<file path="config.mk">
export PLATFORM = sky130hd
export DESIGN_NAME = aether_mem_arbiter
export DESIGN_NICKNAME = d
export VERILOG_FILES = /design/src/rtl/aether_mem_arbiter.sv
export SDC_FILE = /design/constraint.sdc
export NUM_CORES = 1
export LEC_CHECK = 0
export BUFFER_PORTS_ARGS = -buffer_cell sky130_fd_sc_hd__buf_2
export CORE_MARGIN = 4
export CORE_UTILIZATION = 46
export DETAILED_ROUTE_END_ITERATION = 12
export MAX_ROUTING_LAYER = met4
export PLACE_DENSITY = 0.8
export SLEW_MARGIN = 40
export SYNTH_ARGS = -nofsm -noshare
export SYNTH_HDL_FRONTEND = slang
export SYNTH_SLANG_ARGS = --single-unit
</file>
<file path="constraint.sdc">
create_clock -name clk_i -period 3.52 [get_ports clk_i]
set_input_delay 0.352 -clock clk_i [delete_from_list [all_inputs] [get_ports clk_i]]
set_output_delay 0.352 -clock clk_i [all_outputs]
set_load 0.005 [all_outputs]
</file>
<file path="src/rtl/aether_mem_arbiter.sv">
// -----------------------------------------------------------------------------
// aether_mem_arbiter
//
// Two-requester round-robin arbiter in front of a single generic memory block.
// A granted request is captured, issued to the memory as a one-cycle command,
// then the memory's data streams are routed to the granted requester until
// the memory reports completion (or a BUSY timeout fires). Completion is
// reported back as a one-cycle done pulse with a coincident error flag.
//
// Handshake: req_valid_i[r] is held high with stable cmd/start/end until the
// cycle in which req_ready_o[r] pulses; that pulse is combinational in the
// IDLE cycle and marks the capture edge. Inputs seen after that edge are
// ignored for the captured command and address range.
//
// Ports
//   clk_i, rst_ni               clock, asynchronous active-low reset
//   req_valid_i[1:0]            per-requester task request
//   req_cmd_i[1:0]              per-requester command (0 idle, 1 write,
//                               2 read, 3 illegal)
//   req_start_i / req_end_i     per-requester inclusive address range
//   req_data_write_i            per-requester write data
//   req_ready_o                 capture pulse
//   req_data_read_o / _valid_o  routed read stream (BUSY only)
//   req_data_write_ready_o      routed write-ready (BUSY only)
//   req_done_o / req_err_o      completion pulse and error flag
//   mem_command_o               memory command, one cycle in ISSUE
//   mem_start/end_address_o     captured range, ISSUE through DONE
//   mem_data_write_o            granted write data (BUSY only)
//   mem_data_read_i, mem_data_read_valid_i, mem_data_write_ready_i,
//   mem_task_finished_i         memory status
//   dbg_state_o                 FSM state: 0 IDLE, 1 ISSUE, 2 BUSY, 3 DONE
// -----------------------------------------------------------------------------
module aether_mem_arbiter #(
    parameter int AddrWidth     = 32,
    parameter int DataWidth     = 16,
    parameter int TimeoutCycles = 65535
) (
    input  logic                           clk_i,
    input  logic                           rst_ni,
    input  logic [1:0]                     req_valid_i,
    input  logic [1:0][1:0]                req_cmd_i,
    input  logic [1:0][AddrWidth-1:0]      req_start_i,
    input  logic [1:0][AddrWidth-1:0]      req_end_i,
    input  logic [1:0][DataWidth-1:0]      req_data_write_i,
    output logic [1:0]                     req_ready_o,
    output logic [1:0][DataWidth-1:0]      req_data_read_o,
    output logic [1:0]                     req_data_read_valid_o,
    output logic [1:0]                     req_data_write_ready_o,
    output logic [1:0]                     req_done_o,
    output logic [1:0]                     req_err_o,
    output logic [1:0]                     mem_command_o,
    output logic [AddrWidth-1:0]           mem_start_address_o,
    output logic [AddrWidth-1:0]           mem_end_address_o,
    output logic [DataWidth-1:0]           mem_data_write_o,
    input  logic [DataWidth-1:0]           mem_data_read_i,
    input  logic                           mem_data_read_valid_i,
    input  logic                           mem_data_write_ready_i,
    input  logic                           mem_task_finished_i,
    output logic [1:0]                     dbg_state_o
);

    typedef enum logic [1:0] {
        ST_IDLE  = 2'd0,
        ST_ISSUE = 2'd1,
        ST_BUSY  = 2'd2,
        ST_DONE  = 2'd3
    } state_e;

    // Counter holds the number of BUSY cycles already completed; it saturates
    // so that a disabled timeout can never wrap back to the "first cycle" value.
    localparam int CntW    = (TimeoutCycles < 2) ? 1 : $clog2(TimeoutCycles + 1);
    localparam int LastIdx = (TimeoutCycles > 0) ? TimeoutCycles - 1 : 0;
    localparam logic [CntW-1:0] CntLast = CntW'(LastIdx);
    localparam logic [CntW-1:0] CntMax  = {CntW{1'b1}};

    state_e                state_q;
    logic                  ptr_q;
    logic                  grant_q;
    logic                  err_q;
    logic [1:0]            cmd_q;
    logic [AddrWidth-1:0]  start_q;
    logic [AddrWidth-1:0]  end_q;
    logic [CntW-1:0]       cnt_q;

    logic                  grant_d;
    logic                  any_valid;
    logic                  legal_d;
    logic                  finish_hit;
    logic                  timeout_hit;

    assign any_valid = |req_valid_i;

    // Pointer only matters on contention; otherwise the lone valid requester wins.
    assign grant_d = (req_valid_i == 2'b11) ? ptr_q : req_valid_i[1];

    assign legal_d = ((req_cmd_i[grant_d] == 2'd1) || (req_cmd_i[grant_d] == 2'd2)) &&
                     (req_start_i[grant_d] <= req_end_i[grant_d]);

    // cnt_q == 0 identifies the first BUSY cycle, in which finish is ignored.
    assign finish_hit  = mem_task_finished_i && (cnt_q != '0);
    assign timeout_hit = (TimeoutCycles != 0) && (cnt_q == CntLast);

    assign dbg_state_o = state_q;

    always_ff @(posedge clk_i or negedge rst_ni) begin
        if (!rst_ni) begin
            state_q <= ST_IDLE;
            ptr_q   <= 1'b0;
            grant_q <= 1'b0;
            err_q   <= 1'b0;
            cmd_q   <= 2'd0;
            start_q <= '0;
            end_q   <= '0;
            cnt_q   <= '0;
        end else begin
            case (state_q)
                ST_IDLE: begin
                    if (any_valid) begin
                        grant_q <= grant_d;
                        cmd_q   <= req_cmd_i[grant_d];
                        start_q <= req_start_i[grant_d];
                        end_q   <= req_end_i[grant_d];
                        if (legal_d) begin
                            err_q   <= 1'b0;
                            state_q <= ST_ISSUE;
                        end else begin
                            // Malformed request: report it without touching memory.
                            err_q   <= 1'b1;
                            state_q <= ST_DONE;
                        end
                    end
                end
                ST_ISSUE: begin
                    cnt_q   <= '0;
                    state_q <= ST_BUSY;
                end
                ST_BUSY: begin
                    if (cnt_q != CntMax) begin
                        cnt_q <= cnt_q + 1'b1;
                    end
                    // Finish is checked first so it wins a same-cycle timeout.
                    if (finish_hit) begin
                        err_q   <= 1'b0;
                        state_q <= ST_DONE;
                    end else if (timeout_hit) begin
                        err_q   <= 1'b1;
                        state_q <= ST_DONE;
                    end
                end
                ST_DONE: begin
                    ptr_q   <= ~grant_q;
                    err_q   <= 1'b0;
                    state_q <= ST_IDLE;
                end
                default: state_q <= ST_IDLE;
            endcase
        end
    end

    always_comb begin
        req_ready_o            = '0;
        req_data_read_o        = '0;
        req_data_read_valid_o  = '0;
        req_data_write_ready_o = '0;
        req_done_o             = '0;
        req_err_o              = '0;
        mem_command_o          = 2'd0;
        mem_start_address_o    = '0;
        mem_end_address_o      = '0;
        mem_data_write_o       = '0;

        // Ready is combinational, so it is gated by reset to keep every
        // output quiet while rst_ni is low.
        if (rst_ni && (state_q == ST_IDLE) && any_valid) begin
            req_ready_o[grant_d] = 1'b1;
        end

        if (state_q != ST_IDLE) begin
            mem_start_address_o = start_q;
            mem_end_address_o   = end_q;
        end

        case (state_q)
            ST_ISSUE: begin
                mem_command_o = cmd_q;
            end
            ST_BUSY: begin
                mem_data_write_o                = req_data_write_i[grant_q];
                req_data_read_o[grant_q]        = mem_data_read_i;
                req_data_read_valid_o[grant_q]  = mem_data_read_valid_i;
                req_data_write_ready_o[grant_q] = mem_data_write_ready_i;
            end
            ST_DONE: begin
                req_done_o[grant_q] = 1'b1;
                req_err_o[grant_q]  = err_q;
            end
            default: begin
            end
        endcase
    end

endmodule

</file>
Yosys cells after proc, flatten, opt, wreduce, memory -nomap -nowiden:

Cells that the tools add are included.

* register bits after elaboration: 87
* output and inout port bits: 126
* word-level logic and storage cells: 84

* add/subtract/negate cells: 1
* $lt $le $gt $ge: 5
* equality and inequality tests: 11
* muxes and demuxes: 37
* bitwise gates (word level): 5
* reductions and logical operators: 17

Operator list (count)
* $mux W32: 7
* $mux W16: 5
* $and A32 B32 Y32: 1
* $le A32 B32 Y1: 1
* $pmux W16 S2: 1
* $mux W2: 12
* $add A16 B1 Y16 const B: 1
* $demux W16 S1: 1
* $eq A16 B16 Y1 const B: 1
* $ne A16 B16 Y1 const B: 1
* $reduce_bool A16 Y1: 1
* $eq A2 B2 Y1 const B: 4
* $pmux W2 S4: 1
* $mux W1: 7
* $and A2 B2 Y2: 3
* $logic_and A1 B1 Y1: 6
* $reduce_and A2 Y1: 3
* $eq A2 B1 Y1 const B: 2
* $lt A1 B2 Y1 const B: 2
* $ne A2 B2 Y1 const B: 2
* $reduce_bool A2 Y1: 2
* $ne A3 B3 Y1 const B: 1
* $pmux W1 S3: 1
* $reduce_and A3 Y1: 1
* 7 further kinds: 9

Longest topological paths before layout:

* depth after elaboration: 10
* mapped depth: 12
* gate-level depth less buffers: 10

Worst setup path after synthesis:

OpenSTA, ideal clock, no wires.

* kind: input -> register
* from: in req_valid_i[0]
* to: reg state_q[1], in the netlist dbg_state_o[1]
* arrival time: 2698 ps
* data required time: 3373 ps
* slack: 675 ps
* stages: 12
* buffers on the path: 2
* path through: inv_1 o21ai_2 buf_2 buf_2 mux2i_1 ha_1 nand4_1 nor3_1 a21boi_0 or4_1 a22oi_1 a311oi_1

* longest elaborated chain between the ends: 10

RTL lines
* start, declared: RTL line 40 `input logic [1:0] req_valid_i,`
* parallel branches: the longest is 10 deep, another holds $le A32 B32 Y1
* end signal, assigned: RTL line 107 `state_q <= ST_IDLE;`
* end signal, assigned: RTL line 125 `state_q <= ST_ISSUE;`
* end signal, assigned: RTL line 129 `state_q <= ST_DONE;`
* end, declared: RTL line 76 `state_e state_q;`

Parallel ways; which one is timed is not known. The select of a mux whose other input is x is not followed.
A chain may end at the register's enable or synchronous reset.

Worst setup path after layout:

* from: reg ptr_q
* to: reg state_q[1], in the netlist dbg_state_o[1]

* longest elaborated chain between the ends: 9

RTL lines
* start, declared: RTL line 77 `logic ptr_q;`
* start signal, assigned: RTL line 151 `ptr_q <= ~grant_q;`
* $mux W1 (*): RTL line 94 `assign grant_d = (req_valid_i == 2'b11) ? ptr_q : req_valid_i[1];`
* parallel branches: the longest is 4 deep, another holds $le A32 B32 Y1
* $logic_and A1 B1 Y1 (*): RTL line 96 `assign legal_d = ((req_cmd_i[grant_d] == 2'd1) || (req_cmd_i[grant_d] == 2'd2)) &&`
* $mux W2 (*): RTL line 123 `if (legal_d) begin`
* $mux W2 (*): RTL line 118 `if (any_valid) begin`
* $pmux W2 S4 (*): RTL line 116 `case (state_q)`

Mark *: on every way between the ends. The select of a mux whose other input is x is not followed.

==> impl_metrics.csv <==
group,metric,value,unit
status,run_status,"finished clean",
pwr,power.internal,3.55,mW
layout,fraction_of_layout_cells_with_a_size_suffix_above_1,0.384,
timing,finalMaxSlewViolations,0,
placement,buffers_added_on_ports,312,
layout,finish.instance_area,0.00814,sq mm
floorplan,chipWidth,122,um
pwr,power_density,723,mW/mm^2
pwr,cellLeakagePower,4.58,nW
worst_setup_path,worst_r2r_startpoint,"ptr_q",
logic_synthesis,synth-main-ff-cell,"sky130_fd_sc_hd__dfrtp_1",
logic_synthesis,synth_area_leaders,"sky130_fd_sc_hd__dfrtp_1 (36%), sky130_fd_sc_hd__nand2_1 (9.0%), sky130_fd_sc_hd__mux2i_1 (8.7%), sky130_fd_sc_hd__ha_1 (8.1%), sky130_fd_sc_hd__nor2b_1 (6.9%)",
cts,clk_root_buffer_cell,"sky130_fd_sc_hd__clkbuf_16",
pwr,pwr-share-clk,0.200,
placement,place_congestion,0.932,
flow_run,maxCapViolCount,0,
layout,area.growth.synth_to_final,35.6,%
cts,cts_sinks,87,
timing,tns,0,ps
global_route,first_global_vias,6053,
cts,cts_post_setup_buffers_inserted,0,
logic_synthesis,synthesis.instances,689,
floorplan,rows,41,
worst_setup_path,worstPathArrival,3300,ps
layout,fill_cells,1099,
floorplan,die_height,122,um
global_route,initial_antenna_violation_count,1,
global_route,grt_overflow_total,0,
logic_synthesis,ys_async_sr_fraction,1.00,
timing,fmaxAchievable,0.321,GHz
timing,timing.slew.headroom,0.510,
worst_hold_path,hold_path_class,"input port to asynchronous set/reset pin",
logic_synthesis,synth-edff-count,0,
worst_setup_path,timing.critical_path.slowest_cell_delay,510,ps
floorplan,dieArea,0.0149,sq mm
worst_setup_path,timing.critical_path.required,3710,ps
timing,fraction_of_the_cycle_the_final_worst_path_needs,0.885,
pwr,netSwitchingPower,2.34,mW
logic_synthesis,post-synth-top-count-cell,"sky130_fd_sc_hd__nand2_1",
pwr,pwr-share-seq,0.289,
timing,transition_at_the_pin_with_the_smallest_max_transition_slack,733,ps
timing,timing_hold_violations_final,0,
worst_setup_path,setup.worst_path.start_class,"flip-flop",
detailed_routing,drt_pass1_iterations,6,
worst_setup_path,reg2reg_depth,10,
logic_synthesis,synth_top_area_cell,"sky130_fd_sc_hd__dfrtp_1",
pwr,switch_share,0.398,
cts,cts.hold.buffers_added,0,
detailed_routing,wire_per_inst,16.9,um
placement,placedInstanceArea,0.00776,sq mm
floorplan,core_area,0.0127,sq mm
detailed_routing,initialDrtViolationCount,249,
layout,nNetsFinal,1211,
cts,insertion_delay_of_the_later_clocked_pin_in_the_worst_skew_pair,330,ps
timing,fin_crit,3110,ps
logic_synthesis,synth.lib_cells_used.distinct,46,
timing,rsz0062_at_grt,"no",
placement,place_hpwl,15600,um
global_route,grt_first_pass_wirelength,30300,um
timing,setup_violations,0,
worst_setup_path,crit_path_top_delay_cell,"sky130_fd_sc_hd__or4_1",
cts,cts_tree,"yes",
pwr,power.ir.vdd_worst,0.403,mV
timing,post-route-worst-setup-slack,406,ps
detailed_routing,via_per_inst,5.22,
logic_synthesis,synth_top_cells_by_count,"sky130_fd_sc_hd__nand2_1 (144), sky130_fd_sc_hd__dfrtp_1 (87), sky130_fd_sc_hd__nor2b_1 (66), sky130_fd_sc_hd__mux2i_1 (52), sky130_fd_sc_hd__o21ai_0 (48)",
timing,fin_worst_hold_slack,50.6,ps
worst_setup_path,critical_path.cell_chain,"o21ai_4, buf_12, mux2_2, ha_1, nand4_1, nor3_1, a21boi_0, or4_1, a22oi_1, a311oi_1",
detailed_routing,ant_nets,0,
cts,clkSlewWorstSetupHoldPaths,60,ps
worst_setup_path,crit_path_end_kind,"flip-flop",
cts,htree_num_levels,3,
worst_setup_path,worst-r2r-setup-slack,410,ps
cts,numCtsBuffers,9,
logic_synthesis,post-synth-top-area-fraction,0.363,
floorplan,ios,313,
global_route,globalRouteTotalUtil,0.264,
floorplan,start_util,0.472,
detailed_routing,final_routed_wirelength_across_all_metal_layers,19600,um
placement,place_worst_setup_slack,289,ps
detailed_routing,vias,6069,
detailed_routing,drc,0,
worst_setup_path,reg2reg_to,"dbg_state_o[1]",
cts,cts_max_path_buffers,2,
global_route,grt_start_max_net_pins,93,
cts,post_cts_resize_count,0,
logic_synthesis,synthesis.area,0.00600,sq mm
layout,multi_input_area,0.00366,sq mm
worst_setup_path,setup.worst_path.class,"flip-flop to flip-flop",
logic_synthesis,synth_fp_nets,915,
logic_synthesis,post_synth.cell_area_avg,8.71,sq um
logic_synthesis,synth_sequential_area_ratio,0.363,
worst_setup_path,crit_family,"simple AND/OR/NAND/NOR gates",
layout,regArea,0.00218,sq mm
logic_synthesis,ys_seq_elements,87,
worst_setup_path,worst-path-buf-inv,1,
timing,fin_skew,4.95,ps
logic_synthesis,ys_warn_count,0,
worst_setup_path,critical_path.max_fanout,39,
pwr,power_frac_comb,0.511,
## metrics by stage
stage               total power [mW]   util  cells
detailed placement              4.72  0.610   1146
global placement                4.66  0.610   1146
finish                          5.89  0.640   1163
floorplan                       3.43      -    689
global route                    6.35  0.640   1163
CTS                             5.92  0.639   1162
## cell type report
| type | count | share of cell area |
|---|---|---|
| timing repair buffer | 323 | 0.206 |
| antenna | 1 | 0.000307 |
| inverter | 11 | 0.00507 |
| sequential | 87 | 0.267 |
| multi-input combinational | 553 | 0.449 |
| clock inverter | 5 | 0.0158 |
| clock buffer | 11 | 0.0298 |
| tap | 172 | 0.0264 |
## power by group through the flow
stage / registers [mW] / logic (mW) / clock network [mW]
after global routing: 1.76 / 3.37 / 1.23
after global placement: 1.69 / 2.97 / 0
final: 1.70 / 3.01 / 1.18
after floorplan: 1.60 / 1.83 / 0
after detailed placement: 1.71 / 3.01 / 0
after CTS: 1.70 / 3.03 / 1.19
## sequential cells by signal, summed over array words and instances (netlist names)
name and count:
end_q 32, dbg_state_o 2, grant_q 1, cmd_q 2
start_q 32, err_q 1, ptr_q 1, cnt_q 16
## per-layer routing
layer,routed length [um],global-route usage,vias up,part of all wire
met3,1370,0.0498,39,0.070
met5,0,-,-,0
met1,7670,0.297,2823,0.39
li1,-,-,2961,-
met4,659,0.106,0,0.034
met2,9910,0.463,246,0.51
## cell families after synthesis
logic type,share of synthesized area
AOI/OAI and AO/OA,0.0934
buffers and inverters,0.0321
xor gates and xnor gates,0.0117
and+or+nand+nor,0.272
DFF,0.363
adders and majority gates,0.0813
muxes,0.147
## how the worst max path moves through the flow
| stage | cells after the start | start | endpoint | slack, ps |
|---|---|---|---|---|
| CTS | 10 | ptr_q | dbg_state_o[1] | 390 |
| floorplan | 12 | req_valid_i[0] | dbg_state_o[1] | 680 |
| finish | 10 | ptr_q | dbg_state_o[1] | 410 |
| global placement | 12 | req_valid_i[0] | dbg_state_o[1] | 380 |
| global route | 10 | ptr_q | dbg_state_o[1] | 140 |
| detailed placement | 12 | req_valid_i[0] | dbg_state_o[1] | 290 |
## placed cells by master (no fill, tap or decap), drive strengths merged, types with 10 or more instances in the layout
cell type	n
a21oi	19
and2	23
and3	24
buf	323
clkbuf	11
dfrtp	87
ha	39
inv	11
mux2	32
mux2i	52
nand2	144
nand3	13
nand4	10
nor2	32
nor2b	66
o21ai	50
No activity file was read; power rests on OpenSTA's default activity.
